==> config.mk <==
export PLATFORM = sky130hd
export DESIGN_NAME = rx_word_deserialiser
export DESIGN_NICKNAME = d
export VERILOG_FILES = /design/src/rtl/rx_word_deserialiser.sv
export SDC_FILE = /design/constraint.sdc
export NUM_CORES = 1
export LEC_CHECK = 0
export CAP_MARGIN = 10
export CORE_MARGIN = 10
export CORE_UTILIZATION = 53
export CTS_BUF_LIST = sky130_fd_sc_hd__clkbuf_8
export DETAILED_ROUTE_END_ITERATION = 8
export DONT_BUFFER_PORTS = 1
export GPL_ROUTABILITY_DRIVEN = 0
export PLACE_DENSITY = 0.68
export SYNTH_ARGS = -nofsm -noshare
export SYNTH_HDL_FRONTEND = slang
export SYNTH_SLANG_ARGS = --single-unit
==> constraint.sdc <==
create_clock -name clk -period 3.87 [get_ports clk]
set_input_delay 0.5805 -clock clk [delete_from_list [all_inputs] [get_ports clk]]
set_output_delay 0.5805 -clock clk [all_outputs]
set_load 0.005 [all_outputs]
==> src/rtl/rx_word_deserialiser.sv <==
// Rx bit-stream to word deserialiser: packs decoded bits into DATA_WIDTH-bit words,
// reports partial-word bit counts and, optionally, ISO 14443A odd-parity failures.
module rx_word_deserialiser #(
  parameter int DATA_WIDTH = 8,
  parameter bit PARITY_EN  = 1'b1,
  parameter bit MSB_FIRST  = 1'b0
) (
  input  logic                          clk,
  input  logic                          rst,
  input  logic                          in_soc,
  input  logic                          in_eoc,
  input  logic                          in_data,
  input  logic                          in_data_valid,
  input  logic                          in_error,
  output logic                          out_soc,
  output logic                          out_eoc,
  output logic [DATA_WIDTH-1:0]         out_data,
  output logic                          out_data_valid,
  output logic [$clog2(DATA_WIDTH)-1:0] out_data_bits,
  output logic                          out_parity_err,
  output logic                          out_error
);

  localparam int CNT_W = $clog2(DATA_WIDTH);
  localparam logic [CNT_W-1:0] LAST = CNT_W'(DATA_WIDTH - 1);

  typedef enum logic [1:0] {IDLE, DATA, PARITY} state_t;

  state_t                  state, state_d;
  logic [CNT_W-1:0]        cnt, cnt_d;
  logic [DATA_WIDTH-1:0]   shreg, shreg_d;
  logic                    eoc_pend, eoc_pend_d;

  logic                    soc_d, eoc_d, dv_d, perr_d, err_d;
  logic [DATA_WIDTH-1:0]   data_d;
  logic [CNT_W-1:0]        bits_d;

  // Word position of the bit arriving while cnt bits are already stored.
  function automatic logic [CNT_W-1:0] bit_pos(input logic [CNT_W-1:0] c);
    if (MSB_FIRST) return LAST - c;
    return c;
  endfunction

  // Odd parity over word plus parity bit: failure when the number of ones is even.
  function automatic logic parity_fail(input logic [DATA_WIDTH-1:0] w, input logic p);
    return ~(^{w, p});
  endfunction

  always_comb begin
    state_d    = state;
    cnt_d      = cnt;
    shreg_d    = shreg;
    eoc_pend_d = 1'b0;
    soc_d      = 1'b0;
    eoc_d      = eoc_pend;
    dv_d       = 1'b0;
    err_d      = 1'b0;
    data_d     = out_data;
    bits_d     = out_data_bits;
    perr_d     = out_parity_err;

    if (in_soc) begin
      soc_d   = 1'b1;
      shreg_d = '0;
      cnt_d   = '0;
      state_d = DATA;
    end else if (state != IDLE) begin
      if (in_error) begin
        // Partial word is dropped; an eoc arriving with the error is still reported.
        err_d   = 1'b1;
        eoc_d   = in_eoc;
        state_d = IDLE;
      end else if (in_eoc) begin
        state_d = IDLE;
        if (state == PARITY) begin
          // Parity bit never came: flush the word as failed, eoc follows next cycle.
          dv_d       = 1'b1;
          data_d     = shreg;
          bits_d     = '0;
          perr_d     = 1'b1;
          eoc_pend_d = 1'b1;
        end else if (cnt != '0) begin
          dv_d   = 1'b1;
          eoc_d  = 1'b1;
          data_d = shreg;
          bits_d = cnt;
          perr_d = 1'b0;
        end else begin
          eoc_d = 1'b1;
        end
      end else if (in_data_valid) begin
        if (state == PARITY) begin
          dv_d    = 1'b1;
          data_d  = shreg;
          bits_d  = '0;
          perr_d  = parity_fail(shreg, in_data);
          shreg_d = '0;
          state_d = DATA;
        end else begin
          shreg_d[bit_pos(cnt)] = in_data;
          cnt_d = (cnt == LAST) ? '0 : cnt + 1'b1;
          if (cnt == LAST) begin
            if (PARITY_EN) begin
              state_d = PARITY;
            end else begin
              dv_d    = 1'b1;
              data_d  = shreg_d;
              bits_d  = '0;
              perr_d  = 1'b0;
              shreg_d = '0;
            end
          end
        end
      end
    end
  end

  // Registered control and output stage.
  always_ff @(posedge clk) begin
    if (rst) begin
      state          <= IDLE;
      cnt            <= '0;
      eoc_pend       <= 1'b0;
      out_soc        <= 1'b0;
      out_eoc        <= 1'b0;
      out_data_valid <= 1'b0;
      out_error      <= 1'b0;
      out_data       <= '0;
      out_data_bits  <= '0;
      out_parity_err <= 1'b0;
    end else begin
      state          <= state_d;
      cnt            <= cnt_d;
      eoc_pend       <= eoc_pend_d;
      out_soc        <= soc_d;
      out_eoc        <= eoc_d;
      out_data_valid <= dv_d;
      out_error      <= err_d;
      out_data       <= data_d;
      out_data_bits  <= bits_d;
      out_parity_err <= perr_d;
    end
  end

  // Assembly register: always rebuilt from zero after soc, so it needs no reset.
  always_ff @(posedge clk) begin
    shreg <= shreg_d;
  end

endmodule

**Yosys cells after proc, flatten, opt, wreduce, memory -nomap -nowiden**

Index checks and enable logic that the tools add are counted.

- Order comparisons: 2
- Muxes and demuxes: 39
- Reduce and logical (&&, ||, !) cells: 21
- Add/subtract/negate cells: 1
- Equal/unequal tests: 2
- Bitwise operators: 6

Operator list:

| cell | number |
|---|---|
| 2-to-1 mux 8 bit | 6 |
| 2-to-1 mux 1 bit | 20 |
| 2-to-1 mux 3 bit | 6 |
| 2-to-1 mux 2 bit | 5 |
| nonzero test 2 bit | 5 |
| XOR reduction 9 bit | 1 |
| bitwise mux 8 bit | 1 |
| nonzero test 4 bit | 2 |
| NOT 1 bit | 6 |
| AND reduction 3 bit | 2 |
| AND reduction 6 bit | 1 |
| nonzero test 3 bit | 2 |
| AND reduction 5 bit | 1 |
| nonzero test 5 bit | 1 |
| OR reduction 5 bit | 1 |
| < comparator 3 x 4 -> 1 bit (second input constant) | 1 |
| AND reduction 4 bit | 1 |
| OR reduction 4 bit | 1 |
| adder 3 x 1 -> 3 bit (second input constant) | 1 |
| demux 1 bit (select 3 bit) | 1 |
| == test 3 bit (second input constant) | 1 |
| greater-or-equal comparator 3 x 1 -> 1 bit (second input constant) | 1 |
| OR reduction 3 bit | 1 |
| == test 2 bit (second input constant) | 1 |
| other kinds (2) | 2 |

- Output and inout bits: 16
- Register bits: 30
- Word-level logic and storage cells: 83

**Depth between registers and ports, before layout**

Gate-level depths: netlist of the first run.

- Word-level depth: 8
- Gate-level depth with buffers: 9

**Worst setup path before layout of the first run**

Ideal clock, no wire load.

- Path type: reg-to-reg
- Start: reg cnt[0]
- End: reg out_data[0]
- Required time: 3.742 ns
- Cell stages (with the launch flop): 10
- Clock period less this slack: 1.671 ns
- Library setup time: 0.128 ns
- Arrival: 1.543 ns
- Slack: 2.199 ns
- Cells stage by stage: dfxtp_1 -> buf_2 -> inv_1 -> ha_1 -> nand2b_1 -> o21ai_2 -> a21oi_4 -> buf_6 -> mux2i_1 -> nor2_1

- Longest elaborated chain between the ends: 3

Ends and longest elaborated chain:

| element | RTL line | source |
|---|---|---|
| start, declared | 30 | `logic [CNT_W-1:0] cnt, cnt_d;` |
| start signal, assigned | 133 | `cnt <= cnt_d;` |
| nonzero test 3 bit | 82 | `end else if (cnt != '0) begin` |
| nonzero test 2 bit (no line) | -- |  |
| AND reduction 6 bit (no line) | -- |  |
| end signal, assigned | 139 | `out_data <= data_d;` |
| end, declared | 17 | `output logic [DATA_WIDTH-1:0] out_data,` |

No other way between the ends.
A chain may end at the register's enable or synchronous reset.

**Worst setup path after layout of the first run**

- Start: reg cnt[0]
- End: reg out_data[2]

The elaborated chain is that of the path after synthesis.

==> results of run 1 <==
==> worst register-to-register path: stages, from the launching register on <==
cell                       delay [ns]
sky130_fd_sc_hd__dfxtp_1         0.54
sky130_fd_sc_hd__inv_1           0.17
sky130_fd_sc_hd__ha_1            0.22
sky130_fd_sc_hd__nand2b_1        0.10
sky130_fd_sc_hd__o21ai_2         0.07
sky130_fd_sc_hd__a21oi_4         0.45
sky130_fd_sc_hd__mux2i_1         0.25
sky130_fd_sc_hd__nor2_1          0.06
==> stage by stage <==
step | cell area, um2 | std cells
after global routing | 1500 | 190
after detailed placement | 1410 | 182
after floorplan | 1420 | 161
after global placement | 1410 | 182
after CTS | 1500 | 190
final | 1500 | 190
==> registers in the layout, summed over array words and instances (netlist names) <==
name            count
out_data            8
out_parity_err      1
eoc_pend            1
out_error           1
shreg               8
out_eoc             1
out_data_valid      1
out_soc             1
cnt                 3
state               2
out_data_bits       3
==> kinds of logic (layout without fill, tap and decap cells) <==
family          after synthesis  count (layout)  share of synthesized area
xor+xnor                      7               7                     0.0528
simple gates                 61              61                      0.224
fa+ha+maj                     3               3                     0.0264
mux                           9               9                     0.0634
flops                        30              30                      0.423
compound gates               38              38                      0.164
buf+inv                      13              12                     0.0475
==> worst max-delay path by stage <==
stage | start | slack, ns | endpoint | cells after the start
2_1_floorplan | cnt[0] | 2.20 | out_data[0] | 9
6_report | cnt[0] | 1.90 | out_data[2] | 7
3_5_place_dp | cnt[0] | 1.88 | out_data[2] | 7
5_1_grt | cnt[0] | 1.70 | out_data[1] | 7
4_1_cts | cnt[0] | 1.90 | out_data[2] | 7
3_3_place_gp | cnt[0] | 1.98 | out_data[2] | 7
==> power by group through the flow <==
| stage | clock network (mW) | registers [mW] | logic [mW] |
|---|---|---|---|
| after floorplan | 0 | 0.319 | 0.0174 |
| final | 0.251 | 0.313 | 0.0139 |
| after global routing | 0.275 | 0.313 | 0.0154 |
| after global placement | 0 | 0.320 | 0.0134 |
| after CTS | 0.258 | 0.313 | 0.0138 |
| after detailed placement | 0 | 0.320 | 0.0137 |
==> cells in the mapped netlist, drive strengths merged, types with 3 or more instances <==
master and instances:
a21oi 15, a22oi 4, a31oi 3, and3 3, buf 5, clkbuf 4
dfxtp 30, ha 3, inv 4, mux2i 9, nand2 7, nand2b 6
nand4 3, nor2 26, nor2b 5, nor3 5, o21ai 13, xnor2 4
==> area by class of cell <==
cell class	instances	share of cell area
clock inverter	2	0.00585
clock buffer	6	0.0551
inverter	4	0.0100
multi-input combinational	118	0.503
tap	30	0.0251
sequential	30	0.401
==> routing by layer <==
layer,track usage,up-vias,wire [um]
met5,0,-,0
met4,0.0473,0,38
met3,0.0813,3,294
met2,0.172,30,1310
met1,0.140,499,1300
li1,-,553,-
==> results.md, run 1 <==
- FF-to-FF setup slack: 1.90 ns
- Maximum fanout encountered on the critical timing path: 16
- Result of the run: complete, no violations
- Violation count after the first detailed-route iteration: 88
- Total number of H-tree levels: 2
- IO Port Bufs: 0
- Highest cell delay on the worst timing path: approximately 0.54 ns
- Pin count of the biggest net entering global routing: 19
- Area used by sequential logic in the layout: between 600 and 700 um2
- Clock root buffer: sky130_fd_sc_hd__clkbuf_8
- Relative contribution of the clock network to total power: 0.435
- Multi-input gate area in the final layout: 753 um2
- Final worst path period need: 1.97 ns
- Share of the core filled with cells: 0.594
- Clk slew on worst S/H paths: 0.06 ns
- Area contributors post-synth: sky130_fd_sc_hd__dfxtp_1, sky130_fd_sc_hd__nor2_1, sky130_fd_sc_hd__mux2i_1
- Smallest hold slack: 0.358 ns
- Antenna violations before repair: 0
- Leakage power total: approximately 0.54 nW
- Total via count in the routed design: approximately 1100
- Synthesis-to-finish area growth: 5.37%
- Switching fraction of total power: 0.209
- Total iterations of the first detailed-routing run: 4
- Most instantiated flip-flop cell in the synthesis netlist: sky130_fd_sc_hd__dfxtp_1
- Initial Utilization: 0.563
- Final-report hold violation count: 0
- Clock latency of the later-clocked register in the worst-skew pair: between 0.2 and 0.3 ns
- Wirelength, routed: slightly below 3000 um
- Detail Route Antenna Nets: 0
- FILL cells: approximately 230
- Mapped cell area: 1420 um2
- Startpoint types: flip-flop
- Startpoint of the worst hold path: rst
- Aggregate global-route resource usage: 0.121
- Number of placement rows: 18
- Post-CTS Setup Inserts: 0
- Count of unique library cells instantiated by Yosys: 33
- Worst Path Class, Setup: flip-flop to flip-flop
- Dpl ws: 1.88 ns
- NumNets Final: approximately 170
- First-pass GRT wire length: just over 5000 um
- Number of max-slew violations in the final report: 0
- Synth async-reset ratio: 0
- Total of hold buffers inserted after clock tree synthesis: 0
- Antenna Cells: 0
- Signal arrival time at the worst endpoint: ~2.2 ns
- Unrepaired setup endpoints after global routing: false
- Power share of the sequential group: 0.541
- Critical path's slowest cell: sky130_fd_sc_hd__dfxtp_1
- Sw power: between 100 and 150 uW
- PD cells: between 300 and 400 nW/um2
- Worst reg2reg startpoint: cnt[0]
- Number of buffers inserted during clock tree synthesis: 5
- Sequential share of the synthesized area: 0.423
- Area share of the largest cell type after synthesis: 0.423
- Hold Path End: out_data_bits[2]
- Part of the cycle the worst path needs: 0.510
- Crit path cell chain: inv_1 > ha_1 > nand2b_1 > o21ai_2 > a21oi_4 > mux2i_1 > nor2_1
- Clock skew after layout: 0.00382 ns
- Delay-heaviest family, CP: flip-flops
- Via count of the first global-routing pass: roughly 1100
- Vias per Instance: 5.71
- Hold Path Stages: 1
- Setup TNS Final: 0 ns
- Mapped Nets: around 170
- Maximum clock path buffer count: 2
- Part of the total power dissipated in combinational logic: 0.024
- Setup violations, final: 0
- Synthesized instance count: 161
- Total half-perimeter wirelength after legalization and detailed placement: 2150 um
- Commonest non-fill, non-tap cell in the layout: sky130_fd_sc_hd__dfxtp_1
- Worst-case headroom to the max-slew limit: 0.661
- TritonCTS clock tree: built
- Resize count post-CTS: 0
- Endpoint of the lowest-slack register-to-register path: out_data[2]
- Core area: 2520 um2
- I/O pin count: 23
- PnR Total Power: around 580 uW
- Library cell occupying the most area in the post-synthesis netlist: sky130_fd_sc_hd__dfxtp_1
- Cell internal power dissipation: 458 uW
- Required time reported for the critical path endpoint: ~4 ns
- Yosys reg bits: 30
- Depth of the most critical reg-to-reg path: 7
- Die Ht: 71.8 um
- Fraction of final layout cells sized beyond drive strength 1: 0.0875
- Number of synthesized flops with an enable pin: 0
- WP buf/inv: 1
- Peak supply drop: 0.360 mV
- Die Footprint: 5150 um2
- Critical Path Sink Type: flip-flop
- Drc violations: 0
- Number of warnings printed during yosys synthesis: 0
- Clock net sink count: 30
- Hold Path Class: input port to flip-flop
- Minimum setup slack in the final design: 1.90 ns
- Routed wirelength normalized by instance count: 15.5 um
- Least-Margin Pin Slew: 0.503 ns
- Top library cells by usage in the layout, fill and taps aside: sky130_fd_sc_hd__dfxtp_1, sky130_fd_sc_hd__nor2_1, sky130_fd_sc_hd__a21oi_1
- Max Clk Rate: 0.507 GHz
- Max Cap Violations: 0
- Die W: 71.8 um
- Synthesized area per cell: just under 9 um2
- Gr ovfl total: 0
Power figures use the tool's default switching activity.
==> run 2, diff against run 1 <==
--- a/config.mk
+++ b/config.mk
@@ -12,7 +12,7 @@
 export DETAILED_ROUTE_END_ITERATION = 8
 export DONT_BUFFER_PORTS = 1
 export GPL_ROUTABILITY_DRIVEN = 0
-export PLACE_DENSITY = 0.68
+export PLACE_DENSITY = 0.71
 export SYNTH_ARGS = -nofsm -noshare
 export SYNTH_HDL_FRONTEND = slang
 export SYNTH_SLANG_ARGS = --single-unit
==> constraint.sdc (replaced) <==
create_clock -name clk -period 1.6 [get_ports clk]
set_input_delay 0.24 -clock clk [delete_from_list [all_inputs] [get_ports clk]]
set_output_delay 0.24 -clock clk [all_outputs]
set_load 0.005 [all_outputs]
==> run 2 against run 1 <==
Against the previous run: final cell count is 3.7% higher; worst hold slack worse by 0.34 ns; non-clock buffer count is 7 higher; sequential cell count stayed put; global-route usage is 0.58 points higher; clock-buffer cell count stayed put; register-to-register slack worse by 1.8 ns; clock skew is 0.0014 ns higher; critical path type unchanged; critical endpoint is now out_parity_err; highest routed layer unchanged.
==> results.md, run 2 (synthesized netlist as in run 1, its figures left out) <==
- Result of the run: complete, no violations
- Setup violations, final: 0 (unchanged)
- Hold Path Stages: 1 (unchanged)
- Setup TNS Final: 0 ns (unchanged)
- Total iterations of the first detailed-routing run: 4 (unchanged)
- Worst setup startpoint: shreg[1]
- Number of buffers inserted during clock tree synthesis: 5 (unchanged)
- Total number of H-tree levels: 2 (unchanged)
- Violation count after the first detailed-route iteration: 77 (-13%)
- I/O pin count: 23 (unchanged)
- Depth of the most critical reg-to-reg path: 5 (-2)
- Pin count of the biggest net entering global routing: 19 (unchanged)
- Unrepaired setup endpoints after global routing: false
- Die Footprint: 5150 um2 (unchanged)
- Fraction of final layout cells sized beyond drive strength 1: 0.180 (+0.0921)
- Via count of the first global-routing pass: 1128 (+4.4%)
- Clock net sink count: 30 (unchanged)
- Smallest hold slack: 0.0138 ns (-0.344 ns)
- PD cells: 896 nW/um2 (+130%)
- Clock root buffer: sky130_fd_sc_hd__clkbuf_8
- TritonCTS clock tree: built
- Required time reported for the critical path endpoint: 1.81 ns (-2.24 ns)
- PnR Total Power: 1.43 mW (+150%)
- Endpoint of the lowest-slack register-to-register path: out_parity_err
- Worst Path Class, Setup: flip-flop to flip-flop
- Worst-case headroom to the max-slew limit: 0.765 (+0.104)
- Top library cells by usage in the layout, fill and taps aside: sky130_fd_sc_hd__nor2_1, sky130_fd_sc_hd__dfxtp_1, sky130_fd_sc_hd__a21oi_1
- Post-CTS Setup Inserts: 0 (unchanged)
- Number of max-slew violations in the final report: 0 (unchanged)
- Cell total after placement: 189 (+3.8%)
- Gr ovfl total: 0 (unchanged)
- Vias per Instance: 5.74 (+0.45%)
- IO Port Bufs: 0 (unchanged)
- Hold Path End: out_data_bits[0]
- Initial Utilization: 0.563 (unchanged)
- Peak supply drop: 0.746 mV (+110%)
- Antenna Cells: 0 (unchanged)
- Number of placement rows: 18 (unchanged)
- Die W: 71.8 um (unchanged)
- Final-report hold violation count: 0 (unchanged)
- Post-layout instance count excluding filler cells: 197 (+3.7%)
- Drc violations: 0 (unchanged)
- Leakage power total: 0.581 nW (+7.9%)
- Least-Margin Pin Slew: 0.350 ns (-0.153 ns)
- Total half-perimeter wirelength after legalization and detailed placement: 2200 um (+2.3%)
- Wirelength, routed: 2950 um (about the same)
- Routed wirelength normalized by instance count: 15.0 um (-3.6%)
- Final worst path period need: 1.54 ns (-0.432 ns)
- Top Registers: out_data x8, shreg x8
- Critical Path Sink Type: flip-flop
- Dpl ws: 0.0763 ns (-1.80 ns)
- Synthesis-to-finish area growth: 11.9%
- Aggregate global-route resource usage: 0.127 (+0.00583)
- Minimum setup slack in the final design: 0.0594 ns (-1.84 ns)
- Maximum fanout encountered on the critical timing path: 3 (-13)
- Max Cap Violations: 0 (unchanged)
- Hold Path Class: input port to flip-flop
- Commonest non-fill, non-tap cell in the layout: sky130_fd_sc_hd__nor2_1
- NumNets Final: 176 (+4.1%)
- Total via count in the routed design: 1130 (+4.1%)
- Standard cell area after detailed placement: 1470 um2 (+4.8%)
- First-pass GRT wire length: 5260 um (+4.7%)
- Clock skew after layout: 0.00521 ns (+0.00139 ns)
- Startpoint of the worst hold path: rst
- Detail Route Antenna Nets: 0 (unchanged)
- Maximum clock path buffer count: 2 (unchanged)
- Worst reg2reg startpoint: shreg[1]
- FF-to-FF setup slack: 0.06 ns (-1.84 ns)
- Share of the core filled with cells: 0.630 (+0.0367)
- Antenna violations before repair: 0 (unchanged)
- Clk slew on worst S/H paths: 0.06 ns (about the same)
- Die Ht: 71.8 um (unchanged)
- Signal arrival time at the worst endpoint: 1.75 ns (-0.40 ns)
- Clock latency of the later-clocked register in the worst-skew pair: 0.28 ns (about the same)
- Finished Cell Area: 1590 um2 (+6.2%)
- Part of the cycle the worst path needs: 0.963 (+0.453)
- Startpoint types: flip-flop
- Max Clk Rate: 0.649 GHz (+28%)
- Core area: 2520 um2 (unchanged)
==> run 2: where the power goes <==
| part | internal [mW] | leakage (nW) | total (mW) | switching [mW] |
|---|---|---|---|---|
| clock | 0.345 | 0.0472 | 0.630 | 0.286 |
| combinational | 0.0185 | 0.290 | 0.0377 | 0.0192 |
| sequential | 0.752 | 0.244 | 0.757 | 0.00541 |
| total | 1.11 | 0.581 | 1.43 | 0.310 |
==> run 2: worst max-delay path by stage <==
stage | slack (ns) | to
final | 0.06 | out_parity_err
after global routing | 0.001 | out_parity_err
after CTS | 0.04 | out_parity_err
after detailed placement | 0.08 | out_parity_err
after global placement | 0.09 | out_parity_err
after floorplan | 0.02 | out_data[0]
==> run 2: layout make-up <==
class,instances,area [um2]
clock buffers,6,82.6
well taps,30,37.5
repair buffers,7,65.1
multi-input cells,118,771
inverters,4,15.0
clock inverters,2,12.5
flip-flops and latches,30,607
fillers,238,932
==> run 2: what timing repair did <==
| item | in CTS | in global routing |
|---|---|---|
| setup endpoints to repair | 0 | 14 |
| hold buffers | 0 | 0 |
| resized for setup | 0 | 7 |
==> run 2: per-layer routing <==
metal  share of wire  routed length, um  global-route usage
met1            0.42               1230               0.133
met2            0.47               1380               0.194
met3            0.10                295              0.0785
met4           0.015                 44              0.0667
met5               0                  0                   0
==> run 2: critical path, cell delays in order, from the launching register on <==
cell,delay [ns]
sky130_fd_sc_hd__dfxtp_1,0.33
sky130_fd_sc_hd__xnor2_1,0.25
sky130_fd_sc_hd__xnor3_1,0.42
sky130_fd_sc_hd__xnor2_2,0.18
sky130_fd_sc_hd__nand2_1,0.08
sky130_fd_sc_hd__a211oi_2,0.20
==> run 3, diff against run 2 <==
--- a/config.mk
+++ b/config.mk
@@ -12,7 +12,8 @@
 export DETAILED_ROUTE_END_ITERATION = 8
 export DONT_BUFFER_PORTS = 1
 export GPL_ROUTABILITY_DRIVEN = 0
-export PLACE_DENSITY = 0.71
+export GPL_TIMING_DRIVEN = 0
+export PLACE_DENSITY = 0.68
 export SYNTH_ARGS = -nofsm -noshare
 export SYNTH_HDL_FRONTEND = slang
 export SYNTH_SLANG_ARGS = --single-unit
==> constraint.sdc (replaced) <==
create_clock -name clk -period 1.5 [get_ports clk]
set_input_delay 0.225 -clock clk [delete_from_list [all_inputs] [get_ports clk]]
set_output_delay 0.225 -clock clk [all_outputs]
set_load 0.005 [all_outputs]
==> run 3 against run 2 <==
Against the previous run: the flow now finishes with violations (setup timing); global-route usage up 0.38 points; worst setup slack worse by 0.079 ns; non-clock buffer count up 12; via count up 9.1%.
==> results.md, run 3 (synthesized netlist as in run 1, its figures left out) <==
- Result of the run: complete, but fails checks
- Worst Path Class, Setup: flip-flop to flip-flop
- Least-Margin Pin Slew: 0.518 ns (+0.168 ns)
- Switching fraction of total power: 0.191 (-0.0264)
- Part of the total power dissipated in combinational logic: 0.034 (+0.008)
- Unrepaired setup endpoints after global routing: true
- Startpoint types: flip-flop
- Core area: 2520 um2 (unchanged)
- IO Port Bufs: 0 (unchanged)
- Routed wirelength normalized by instance count: 16.0 um (+7.0%)
- Failing checks: setup timing
- Required time reported for the critical path endpoint: 1.71 ns (-0.10 ns)
- Top library cells by usage in the layout, fill and taps aside: sky130_fd_sc_hd__nor2_1, sky130_fd_sc_hd__dfxtp_1, sky130_fd_sc_hd__a21oi_1
- Total iterations of the first detailed-routing run: 4 (unchanged)
- PnR Total Power: 1.89 mW (+33%)
- Post-layout instance count excluding filler cells: 209 (+6.1%)
- FILL cells: 195 (-18%)
- First-pass GRT wire length: 5460 um (+3.7%)
- Commonest non-fill, non-tap cell in the layout: sky130_fd_sc_hd__nor2_1
- Total of hold buffers inserted after clock tree synthesis: 0 (unchanged)
- Die Ht: 71.8 um (unchanged)
- Depth of the most critical reg-to-reg path: 9 (+4)
- Worst-case headroom to the max-slew limit: 0.651 (-0.114)
- Top Registers: out_data x8, shreg x8
- PD cells: 1080 nW/um2 (+20%)
- Die W: 71.8 um (unchanged)
- Initial Utilization: 0.563 (unchanged)
- Total half-perimeter wirelength after legalization and detailed placement: 2270 um (+3.3%)
- Sw power: 362 uW (+17%)
- Clock skew after layout: 0.00260 ns (-0.00261 ns)
- Aggregate global-route resource usage: 0.131 (+0.00376)
- Leakage power total: 0.666 nW (+15%)
- Maximum fanout encountered on the critical timing path: 5 (+2)
- Hold Path Stages: 3 (+2)
- Via count of the first global-routing pass: 1158 (+2.7%)
- Die Footprint: 5150 um2 (unchanged)
- Relative contribution of the clock network to total power: 0.542 (+0.100)
- Cell internal power dissipation: 1.53 mW (+37%)
- Synthesis-to-finish area growth: 23.8%
- Wirelength, routed: 3350 um (+14%)
- Cell total after placement: 191 (+1.1%)
- Number of max-slew violations in the final report: 0 (unchanged)
- Smallest hold slack: 0.112 ns (+0.0985 ns)
- Clk slew on worst S/H paths: 0.06 ns (about the same)
- Multi-input gate area in the final layout: 808 um2 (+4.9%)
- Hold Path Class: input port to flip-flop
- Fraction of final layout cells sized beyond drive strength 1: 0.263 (+0.0829)
- Antenna Cells: 0 (unchanged)
- Maximum clock path buffer count: 2 (unchanged)
- Peak supply drop: 1.09 mV (+46%)
- Vias per Instance: 5.90 (+2.9%)
- Max Cap Violations: 0 (unchanged)
- Clock net sink count: 30 (unchanged)
- Critical Path Sink Type: flip-flop
- Power share of the sequential group: 0.424 (-0.107)
- I/O pin count: 23 (unchanged)
- Antenna violations before repair: 0 (unchanged)
- Max Clk Rate: 0.658 GHz (+1.4%)
- NumNets Final: 188 (+6.8%)
- Setup violations, final: 3 (+3)
- Part of the cycle the worst path needs: 1.01 (+0.0499)
- Number of placement rows: 18 (unchanged)
- Pin count of the biggest net entering global routing: 11 (-8)
- TritonCTS clock tree: built
- Area used by sequential logic in the layout: 616 um2 (+1.4%)
- Detail Route Antenna Nets: 0 (unchanged)
- Total via count in the routed design: 1233 (+9.1%)
- Final worst path period need: 1.52 ns (-0.0214 ns)
- Share of the core filled with cells: 0.697 (+0.0670)
- Number of buffers inserted during clock tree synthesis: 5 (unchanged)
- Drc violations: 0 (unchanged)
- Clock latency of the later-clocked register in the worst-skew pair: 0.29 ns (about the same)
- Violation count after the first detailed-route iteration: 96 (+25%)
- Minimum setup slack in the final design: -0.0192 ns (-0.0786 ns)
- Clock root buffer: sky130_fd_sc_hd__clkbuf_8
- Signal arrival time at the worst endpoint: 1.73 ns (-0.02 ns)
- Gr ovfl total: 0 (unchanged)
- Final-report hold violation count: 0 (unchanged)
- Total number of H-tree levels: 2 (unchanged)
run 3: cell types whose count changed in the layout (fill, tap and decap cells not counted), moves of 3 or more:
| cell | change |
|---|---|
| sky130_fd_sc_hd__dfxtp_1 | -3 |
| sky130_fd_sc_hd__buf_6 | +4 |
| sky130_fd_sc_hd__buf_2 | +3 |
| sky130_fd_sc_hd__clkbuf_1 | +4 |
run 3: through the flow:
| stage | worst slack, ns | cell area, um2 | setup TNS (ns) |
|---|---|---|---|
| 3_3_place_gp | -0.233 | 1490 | -2.03 |
| 5_1_grt | -0.0955 | 1760 | -0.852 |
| 6_report | -0.0192 | 1760 | -0.0316 |
| 4_1_cts | -0.00926 | 1700 | -0.00926 |
| 3_5_place_dp | -0.260 | 1490 | -2.27 |
| 2_1_floorplan | -0.0246 | 1450 | -0.123 |
run 3: worst paths after layout:
check	from	end	slack, ns
worst max-delay path	cnt[0]	out_data_bits[2]	-0.02
worst min-delay path	in_error	state[1]	0.11
worst max register to register	cnt[0]	out_data_bits[2]	-0.02
worst min register to register	shreg[5]	shreg[5]	0.50
run 3: final cells by class:
type,count,share of cell area
sequential,30,0.350
inverter,4,0.0114
clock buffer,6,0.0469
clock inverter,2,0.0341
multi-input combinational,118,0.459
buffer,9,0.0334
tap,30,0.0213
timing repair buffer,10,0.0434
run 3: worst max-delay path, cell delays in order, from the launching register on:
cell and delay (ns):
sky130_fd_sc_hd__dfxtp_2 0.33, sky130_fd_sc_hd__buf_6 0.11, sky130_fd_sc_hd__inv_6 0.04, sky130_fd_sc_hd__ha_4 0.15, sky130_fd_sc_hd__nand2b_4 0.07, sky130_fd_sc_hd__o21ai_4 0.06, sky130_fd_sc_hd__a21oi_4 0.21, sky130_fd_sc_hd__buf_2 0.19
sky130_fd_sc_hd__nand4_1 0.11, sky130_fd_sc_hd__a21oi_1 0.17
run 3: metal layers:
metal	GRT usage	up-vias	part of all wire
li1	-	589	-
met1	0.146	581	0.40
met2	0.201	51	0.47
met3	0.0716	12	0.10
met4	0.0559	0	0.028
met5	0	-	0
run 3: repair_timing:
action	4_1_cts	5_1_grt
pin swaps	6	3
gates resized for setup	8	10
endpoints found under the hold margin	0	0
endpoints found under the setup margin	17	21
gates cloned	1	0
setup buffers	5	4
run 3: power by group through the flow:
stage	Combinational [mW]	Clock, mW	Sequential, mW
after floorplan	0.0460	0	0.823
after global placement	0.0567	0	0.824
after detailed placement	0.0571	0	0.824
after CTS	0.0615	1.04	0.805
after global routing	0.0716	1.06	0.804
final	0.0647	1.03	0.803
